$ cat src/rtl/maze_step_unit_if.sv
// Direction-counter and wall-memory signals of the maze step unit.
// master: step unit side; slave: counter/memory side.
interface maze_step_unit_if #(
  parameter int unsigned COORD_W = 4
);
  logic [1:0]           dir;
  logic                 dir_wrap;
  logic                 cnt_en;
  logic                 cnt_ld;
  logic [1:0]           cnt_par;
  logic                 cnt_clr;
  logic                 mem_rd;
  logic [2*COORD_W-1:0] mem_addr;
  logic                 mem_ack;
  logic                 mem_wall;

  modport master (
    input  dir, dir_wrap, mem_ack, mem_wall,
    output cnt_en, cnt_ld, cnt_par, cnt_clr, mem_rd, mem_addr
  );

  modport slave (
    output dir, dir_wrap, mem_ack, mem_wall,
    input  cnt_en, cnt_ld, cnt_par, cnt_clr, mem_rd, mem_addr
  );
endinterface

$ cat src/rtl/maze_step_unit.sv
// Rat position and single-step move attempt for the Rat & Maze datapath.
// Optional MAZE_LAST_DIR_EN: after a move, reload the direction counter one step counter-clockwise.
module maze_step_unit #(
  parameter int unsigned COORD_W = 4,
  parameter int unsigned GOAL_X  = 15,
  parameter int unsigned GOAL_Y  = 15
) (
  input  logic               clk,
  input  logic               rst,
  input  logic               start,
  maze_step_unit_if.master   bus,
  output logic [COORD_W-1:0] pos_x,
  output logic [COORD_W-1:0] pos_y,
  output logic               busy,
  output logic               moved,
  output logic               dead_end,
  output logic               goal
);

  localparam logic [COORD_W-1:0] Max   = '1;
  localparam logic [COORD_W-1:0] One   = COORD_W'(1);
  localparam logic [COORD_W-1:0] GoalX = COORD_W'(GOAL_X);
  localparam logic [COORD_W-1:0] GoalY = COORD_W'(GOAL_Y);

  typedef enum logic [2:0] {
    StIdle, StCheck, StReq, StMove, StNext, StSettle, StDone
  } state_e;

  state_e state_q, state_d;
  logic [COORD_W-1:0] pos_x_q, pos_x_d, pos_y_q, pos_y_d;
  logic [COORD_W-1:0] cand_x_q, cand_x_d, cand_y_q, cand_y_d;
  logic [COORD_W-1:0] cand_x, cand_y;
  logic blocked;
  logic busy_q, moved_q, dead_q, goal_q, cnt_en_q, cnt_clr_q, mem_rd_q;
  logic busy_d, moved_d, dead_d, goal_d, cnt_en_d, cnt_clr_d, mem_rd_d;

  // Candidate cell and boundary check for the direction currently presented.
  always_comb begin
    cand_x  = pos_x_q;
    cand_y  = pos_y_q;
    blocked = 1'b0;
    unique case (bus.dir)
      2'd0: begin blocked = (pos_y_q == '0);  cand_y = pos_y_q - One; end
      2'd1: begin blocked = (pos_x_q == Max); cand_x = pos_x_q + One; end
      2'd2: begin blocked = (pos_y_q == Max); cand_y = pos_y_q + One; end
      default: begin blocked = (pos_x_q == '0); cand_x = pos_x_q - One; end
    endcase
  end

  always_comb begin
    state_d  = state_q;
    pos_x_d  = pos_x_q;
    pos_y_d  = pos_y_q;
    cand_x_d = cand_x_q;
    cand_y_d = cand_y_q;
    dead_d   = 1'b0;
    unique case (state_q)
      StIdle:  if (start) state_d = StCheck;
      StCheck: begin
        cand_x_d = cand_x;
        cand_y_d = cand_y;
        state_d  = blocked ? StNext : StReq;
      end
      StReq: begin
        if (bus.mem_ack) begin
          if (bus.mem_wall) begin
            state_d = StNext;
          end else begin
            // Position updates on entry so it is visible alongside the moved pulse.
            state_d = StMove;
            pos_x_d = cand_x_q;
            pos_y_d = cand_y_q;
          end
        end
      end
      StMove:   state_d = (cand_x_q == GoalX && cand_y_q == GoalY) ? StDone : StIdle;
      StNext:   state_d = StSettle;
      StSettle: begin
        state_d = bus.dir_wrap ? StIdle : StCheck;
        dead_d  = bus.dir_wrap;
      end
      StDone:   state_d = StDone;
      default:  state_d = StIdle;
    endcase
  end

  // Outputs are registered from the next-state decode.
  always_comb begin
    busy_d   = (state_d != StIdle);
    moved_d  = (state_d == StMove);
    goal_d   = (state_d == StDone);
    cnt_en_d = (state_d == StNext);
    mem_rd_d = (state_d == StReq);
`ifdef MAZE_LAST_DIR_EN
    cnt_clr_d = dead_d;
`else
    cnt_clr_d = dead_d | moved_d;
`endif
  end

  always_ff @(posedge clk or negedge rst) begin
    if (!rst) begin
      state_q   <= StIdle;
      pos_x_q   <= '0;
      pos_y_q   <= '0;
      cand_x_q  <= '0;
      cand_y_q  <= '0;
      busy_q    <= 1'b0;
      moved_q   <= 1'b0;
      dead_q    <= 1'b0;
      goal_q    <= 1'b0;
      cnt_en_q  <= 1'b0;
      cnt_clr_q <= 1'b0;
      mem_rd_q  <= 1'b0;
    end else begin
      state_q   <= state_d;
      pos_x_q   <= pos_x_d;
      pos_y_q   <= pos_y_d;
      cand_x_q  <= cand_x_d;
      cand_y_q  <= cand_y_d;
      busy_q    <= busy_d;
      moved_q   <= moved_d;
      dead_q    <= dead_d;
      goal_q    <= goal_d;
      cnt_en_q  <= cnt_en_d;
      cnt_clr_q <= cnt_clr_d;
      mem_rd_q  <= mem_rd_d;
    end
  end

`ifdef MAZE_LAST_DIR_EN
  logic [1:0] dir_q, dir_d, cnt_par_q;
  logic       cnt_ld_q;

  always_comb begin
    dir_d = dir_q;
    if (state_q == StCheck) dir_d = bus.dir;
  end

  always_ff @(posedge clk or negedge rst) begin
    if (!rst) begin
      dir_q     <= 2'd0;
      cnt_ld_q  <= 1'b0;
      cnt_par_q <= 2'd0;
    end else begin
      dir_q     <= dir_d;
      cnt_ld_q  <= moved_d;
      cnt_par_q <= moved_d ? dir_q + 2'd3 : 2'd0;
    end
  end

  assign bus.cnt_ld  = cnt_ld_q;
  assign bus.cnt_par = cnt_par_q;
`else
  assign bus.cnt_ld  = 1'b0;
  assign bus.cnt_par = 2'd0;
`endif

  assign bus.cnt_en   = cnt_en_q;
  assign bus.cnt_clr  = cnt_clr_q;
  assign bus.mem_rd   = mem_rd_q;
  assign bus.mem_addr = {cand_y_q, cand_x_q};
  assign pos_x        = pos_x_q;
  assign pos_y        = pos_y_q;
  assign busy         = busy_q;
  assign moved        = moved_q;
  assign dead_end     = dead_q;
  assign goal         = goal_q;

endmodule

$ cat src/flat_wrapper.sv
// flat-port wrapper written by rule: the top's interface ports become plain ports
module maze_step_unit_flat 
#(
  parameter int unsigned COORD_W = 4,
  parameter int unsigned GOAL_X  = 15,
  parameter int unsigned GOAL_Y  = 15
)
  (clk, rst, start, pos_x, pos_y, busy, moved, dead_end, goal, bus_dir, bus_dir_wrap, bus_mem_ack, bus_mem_wall, bus_cnt_en, bus_cnt_ld, bus_cnt_par, bus_cnt_clr, bus_mem_rd, bus_mem_addr);
  maze_step_unit_if #(.COORD_W(COORD_W)) bus_i ();
  input  logic clk;
  input  logic rst;
  input  logic start;
  output logic [COORD_W-1:0] pos_x;
  output logic [COORD_W-1:0] pos_y;
  output logic busy;
  output logic moved;
  output logic dead_end;
  output logic goal;
  input wire logic [$bits(bus_i.dir)-1:0] bus_dir;
  input wire logic [$bits(bus_i.dir_wrap)-1:0] bus_dir_wrap;
  input wire logic [$bits(bus_i.mem_ack)-1:0] bus_mem_ack;
  input wire logic [$bits(bus_i.mem_wall)-1:0] bus_mem_wall;
  output wire logic [$bits(bus_i.cnt_en)-1:0] bus_cnt_en;
  output wire logic [$bits(bus_i.cnt_ld)-1:0] bus_cnt_ld;
  output wire logic [$bits(bus_i.cnt_par)-1:0] bus_cnt_par;
  output wire logic [$bits(bus_i.cnt_clr)-1:0] bus_cnt_clr;
  output wire logic [$bits(bus_i.mem_rd)-1:0] bus_mem_rd;
  output wire logic [$bits(bus_i.mem_addr)-1:0] bus_mem_addr;
  assign bus_i.dir = bus_dir;
  assign bus_i.dir_wrap = bus_dir_wrap;
  assign bus_i.mem_ack = bus_mem_ack;
  assign bus_i.mem_wall = bus_mem_wall;
  assign bus_cnt_en = bus_i.cnt_en;
  assign bus_cnt_ld = bus_i.cnt_ld;
  assign bus_cnt_par = bus_i.cnt_par;
  assign bus_cnt_clr = bus_i.cnt_clr;
  assign bus_mem_rd = bus_i.mem_rd;
  assign bus_mem_addr = bus_i.mem_addr;
  maze_step_unit #(.COORD_W(COORD_W), .GOAL_X(GOAL_X), .GOAL_Y(GOAL_Y)) u_core (.clk(clk), .rst(rst), .start(start), .bus(bus_i), .pos_x(pos_x), .pos_y(pos_y), .busy(busy), .moved(moved), .dead_end(dead_end), .goal(goal));
endmodule
$ cat config.mk
export PLATFORM = sky130hd
export DESIGN_NAME = maze_step_unit_flat
export DESIGN_NICKNAME = d
export VERILOG_FILES = /design/src/rtl/maze_step_unit_if.sv /design/src/rtl/maze_step_unit.sv /design/src/flat_wrapper.sv
export SDC_FILE = /design/constraint.sdc
export NUM_CORES = 1
export LEC_CHECK = 0
export CAP_MARGIN = 20
export CORE_MARGIN = 2
export CORE_UTILIZATION = 61
export DETAILED_ROUTE_END_ITERATION = 8
export DONT_BUFFER_PORTS = 1
export PLACE_DENSITY = 0.78
export SLEW_MARGIN = 20
export SYNTH_ARGS = -nofsm -noshare
export SYNTH_HDL_FRONTEND = slang
export SYNTH_SLANG_ARGS = --single-unit
$ cat constraint.sdc
create_clock -name clk -period 2.5 [get_ports clk]
set_input_delay 0.625 -clock clk [delete_from_list [all_inputs] [get_ports clk]]
set_output_delay 0.625 -clock clk [all_outputs]
set_load 0.05 [all_outputs]
==> flow_summary.ini <==
[outcome]
outcome = completed

[place]
portBuffers = 0
place_hpwl_um = 2070
placed_area_mm2 = 0.00152
gp_congestion = 0.803

[yosys]
synth-xor-area-share_pct = 3.63
synth_top_family_by_area = simple AND/OR/NAND/NOR gates
syn-cell-area_mm2 = 0.00145
yosys.area.top_type = dfrtp_1
synth.avg_cell_area_um2 = 10.8
synth-simple-area-share_pct = 17.8
synth_edf_count = 0
synth_cell_types = 35
ys_ff_latch = 26
syn_inst = 134
synth_area_leaders = dfrtp_1, ha_1, mux2_2
yosys.cell_count.top_type = dfrtp_1
synthArstFlopShare_pct = 100
synth_seq_area_share_pct = 45.0
yosys_warnings = 0
synth_top_area_share_pct = 45.0
synth_mux_area_share_pct = 8.30
dominantRegCellSynth = dfrtp_1
synth_common_cells = dfrtp_1, nand2_1
synth_compound_area_share_pct = 10.8
synthAdderAreaFrac_pct = 9.69

[cells_and_area]
final_nets = 163
fin_util_pct = 70.6
postLayoutCellArea_mm2 = 0.00158
area.growth.synth_to_final_pct = 9.08
n_antenna_cell = 0
drive_gt1_share_pct = 24.3

[clocking]
post-cts-setup-buffer-count = 0
cts.root.buffer_cell = clkbuf_4
cts_inserted_buffers = 3
htree_levels = 1
clkTransAtPathRegs_ns = 0.13
cts_resized = 0
cts.path.max_buffers = 2
clock_sinks = 26
holdBufCountCts = 1
cts_tree = done
clk_latency_ns = 0.32

[worst_setup_path]
critPathBufInv = 0
slowest_delay_ns = 0.49
crit_chain = nor4_1 -> and2_2 -> nor4_2 -> nor4_4 -> or4b_1
crit_path_end_kind = flop
cp_max_fo = 7
critPathTopFamily = simple AND/OR/NAND/NOR gates
required_ns = 2.71
path_class = flop to flop
cpMaxStageDelayCell = dfrtp_1
cp.arrival_ns = 2.18
critPathLaunchType = flop

[timing]
hold_ws_ns = 0.0953
max-slew-margin-rel_pct = 62.0
hold_viol_final = 0
final_max_slew_viol_count = 0
fin_skew_ns = 0.00383
rsz0062_at_grt = no
setup_viol = 0
post-route-period-util_pct = 79.0
tightest_slew_ns = 0.570
finalSetupTns_ns = 0
max_freq_mhz = 506
post-route-min-period_ns = 1.98

[power]
comb_power_share_pct = 44.0
switchingPower_mw = 1.25
pwr-share-clk_pct = 9.0
ir_worst_vdd_mv = 1.01
p_sw_share_pct = 53.4
leakage_nw = 0.741
seq_power_share_pct = 47.0
power.internal_mw = 1.09
p_per_area_mw_per_mm2 = 1480
power_mw = 2.33

[global_route]
gr-usage-all-layers_pct = 23.8
overflow = 0
antenna_found_initial = 0
first_global_vias = 1000
grt_max_degree = 27
grt_pass1_wl_um = 4780

[die]
std_cell_rows = 17
die_y_um = 52.7
die_width_um = 52.7
core_mm2 = 0.00223
dieArea_mm2 = 0.00278
top_level_ports = 34
start_util_pct = 64.8

[min_path]
hp-class = input port to asynchronous set/reset pin

[routing]
drc = 0
drt_first_pass_iters = 4
wire_per_inst_um = 15.9
num_vias = 1018
drt_iter0_markers = 10
wl_um = 2740
viasPerCell = 5.92
ant_nets = 0

[run]
maxCapViolCount = 0
## cell usage in the layout, fill, tap and decap left out, types with 4 or more instances in the layout
cell	count
dfrtp_1	26
nand2_1	13
buf_4	9
inv_1	8
nor2_1	8
o21ai_0	8
mux2_2	8
ha_1	8
xnor2_1	6
a21oi_1	5
nand2b_1	4
## power by group through the flow
stage	sequential, mW	clock, mW	combinational (mW)
after detailed placement	1.11	0	1.02
final	1.10	0.209	1.03
after global routing	1.14	0.237	1.12
after floorplan	1.29	0	0.565
after global placement	1.10	0	0.980
after CTS	1.10	0.214	1.04
## sequential cells by signal, summed over array words and instances, names as in the netlist
register / cells
u_core.bus.cnt_clr: 1
u_core.dead_end: 1
u_core.cand_y_q: 4
u_core.pos_y: 4
u_core.bus.cnt_en: 1
u_core.pos_x: 4
u_core.goal: 1
u_core.cand_x_q: 4
u_core.bus.mem_rd: 1
u_core.busy: 1
u_core.state_q: 3
u_core.moved: 1
## routing by layer
layer  GRT usage, %  vias up  wire length [µm]
met4           2.56        0                20
met3           7.14        5               164
li1               -      483                 -
met1           31.1      489              1160
met5              0        -                 0
met2           40.2       41              1400
## per-stage QoR
step / worst slack [ns] / cells
after floorplan: 0.348 / 136
after CTS: 0.520 / 172
final: 0.524 / 172
after global placement: 0.227 / 167
after global routing: 0.397 / 172
after detailed placement: 0.207 / 167
## final timing paths
check	end	start	cells after the start	slack, ns
setup / recovery	u_core.busy$_DFF_PN0_	u_core.pos_y[1]$_DFFE_PN0P_	5	0.52
hold / removal	u_core.cand_y_q[3]$_DFFE_PN0P_	rst	1	0.1
setup reg to reg	u_core.busy$_DFF_PN0_	u_core.pos_y[1]$_DFFE_PN0P_	5	0.52
hold reg to reg	u_core.dead_end$_DFF_PN0_	u_core.state_q[1]$_DFF_PN0_	1	0.58
max in group asynchronous	u_core.bus.cnt_en$_DFF_PN0_	rst	1	2.26
min in group clk	u_core.dead_end$_DFF_PN0_	bus_dir_wrap	2	0.45
## final cells by class
type / count / area (µm²)
timing repair buffer: 10 / 87.6
tap: 28 / 35.0
clock buffer: 4 / 36.3
fill: 157 / 656
inverter: 8 / 30.0
sequential: 26 / 651
multi-input combinational: 96 / 738
## kinds of logic after synthesis
logic type      count (synthesis)
compound gates                 22
buf+inv                        14
flops                          26
mux                            11
xor+xnor                        6
simple gates                   44
other cells                     1
fa+ha+maj                      10
(Power assumes the default switching activity.)
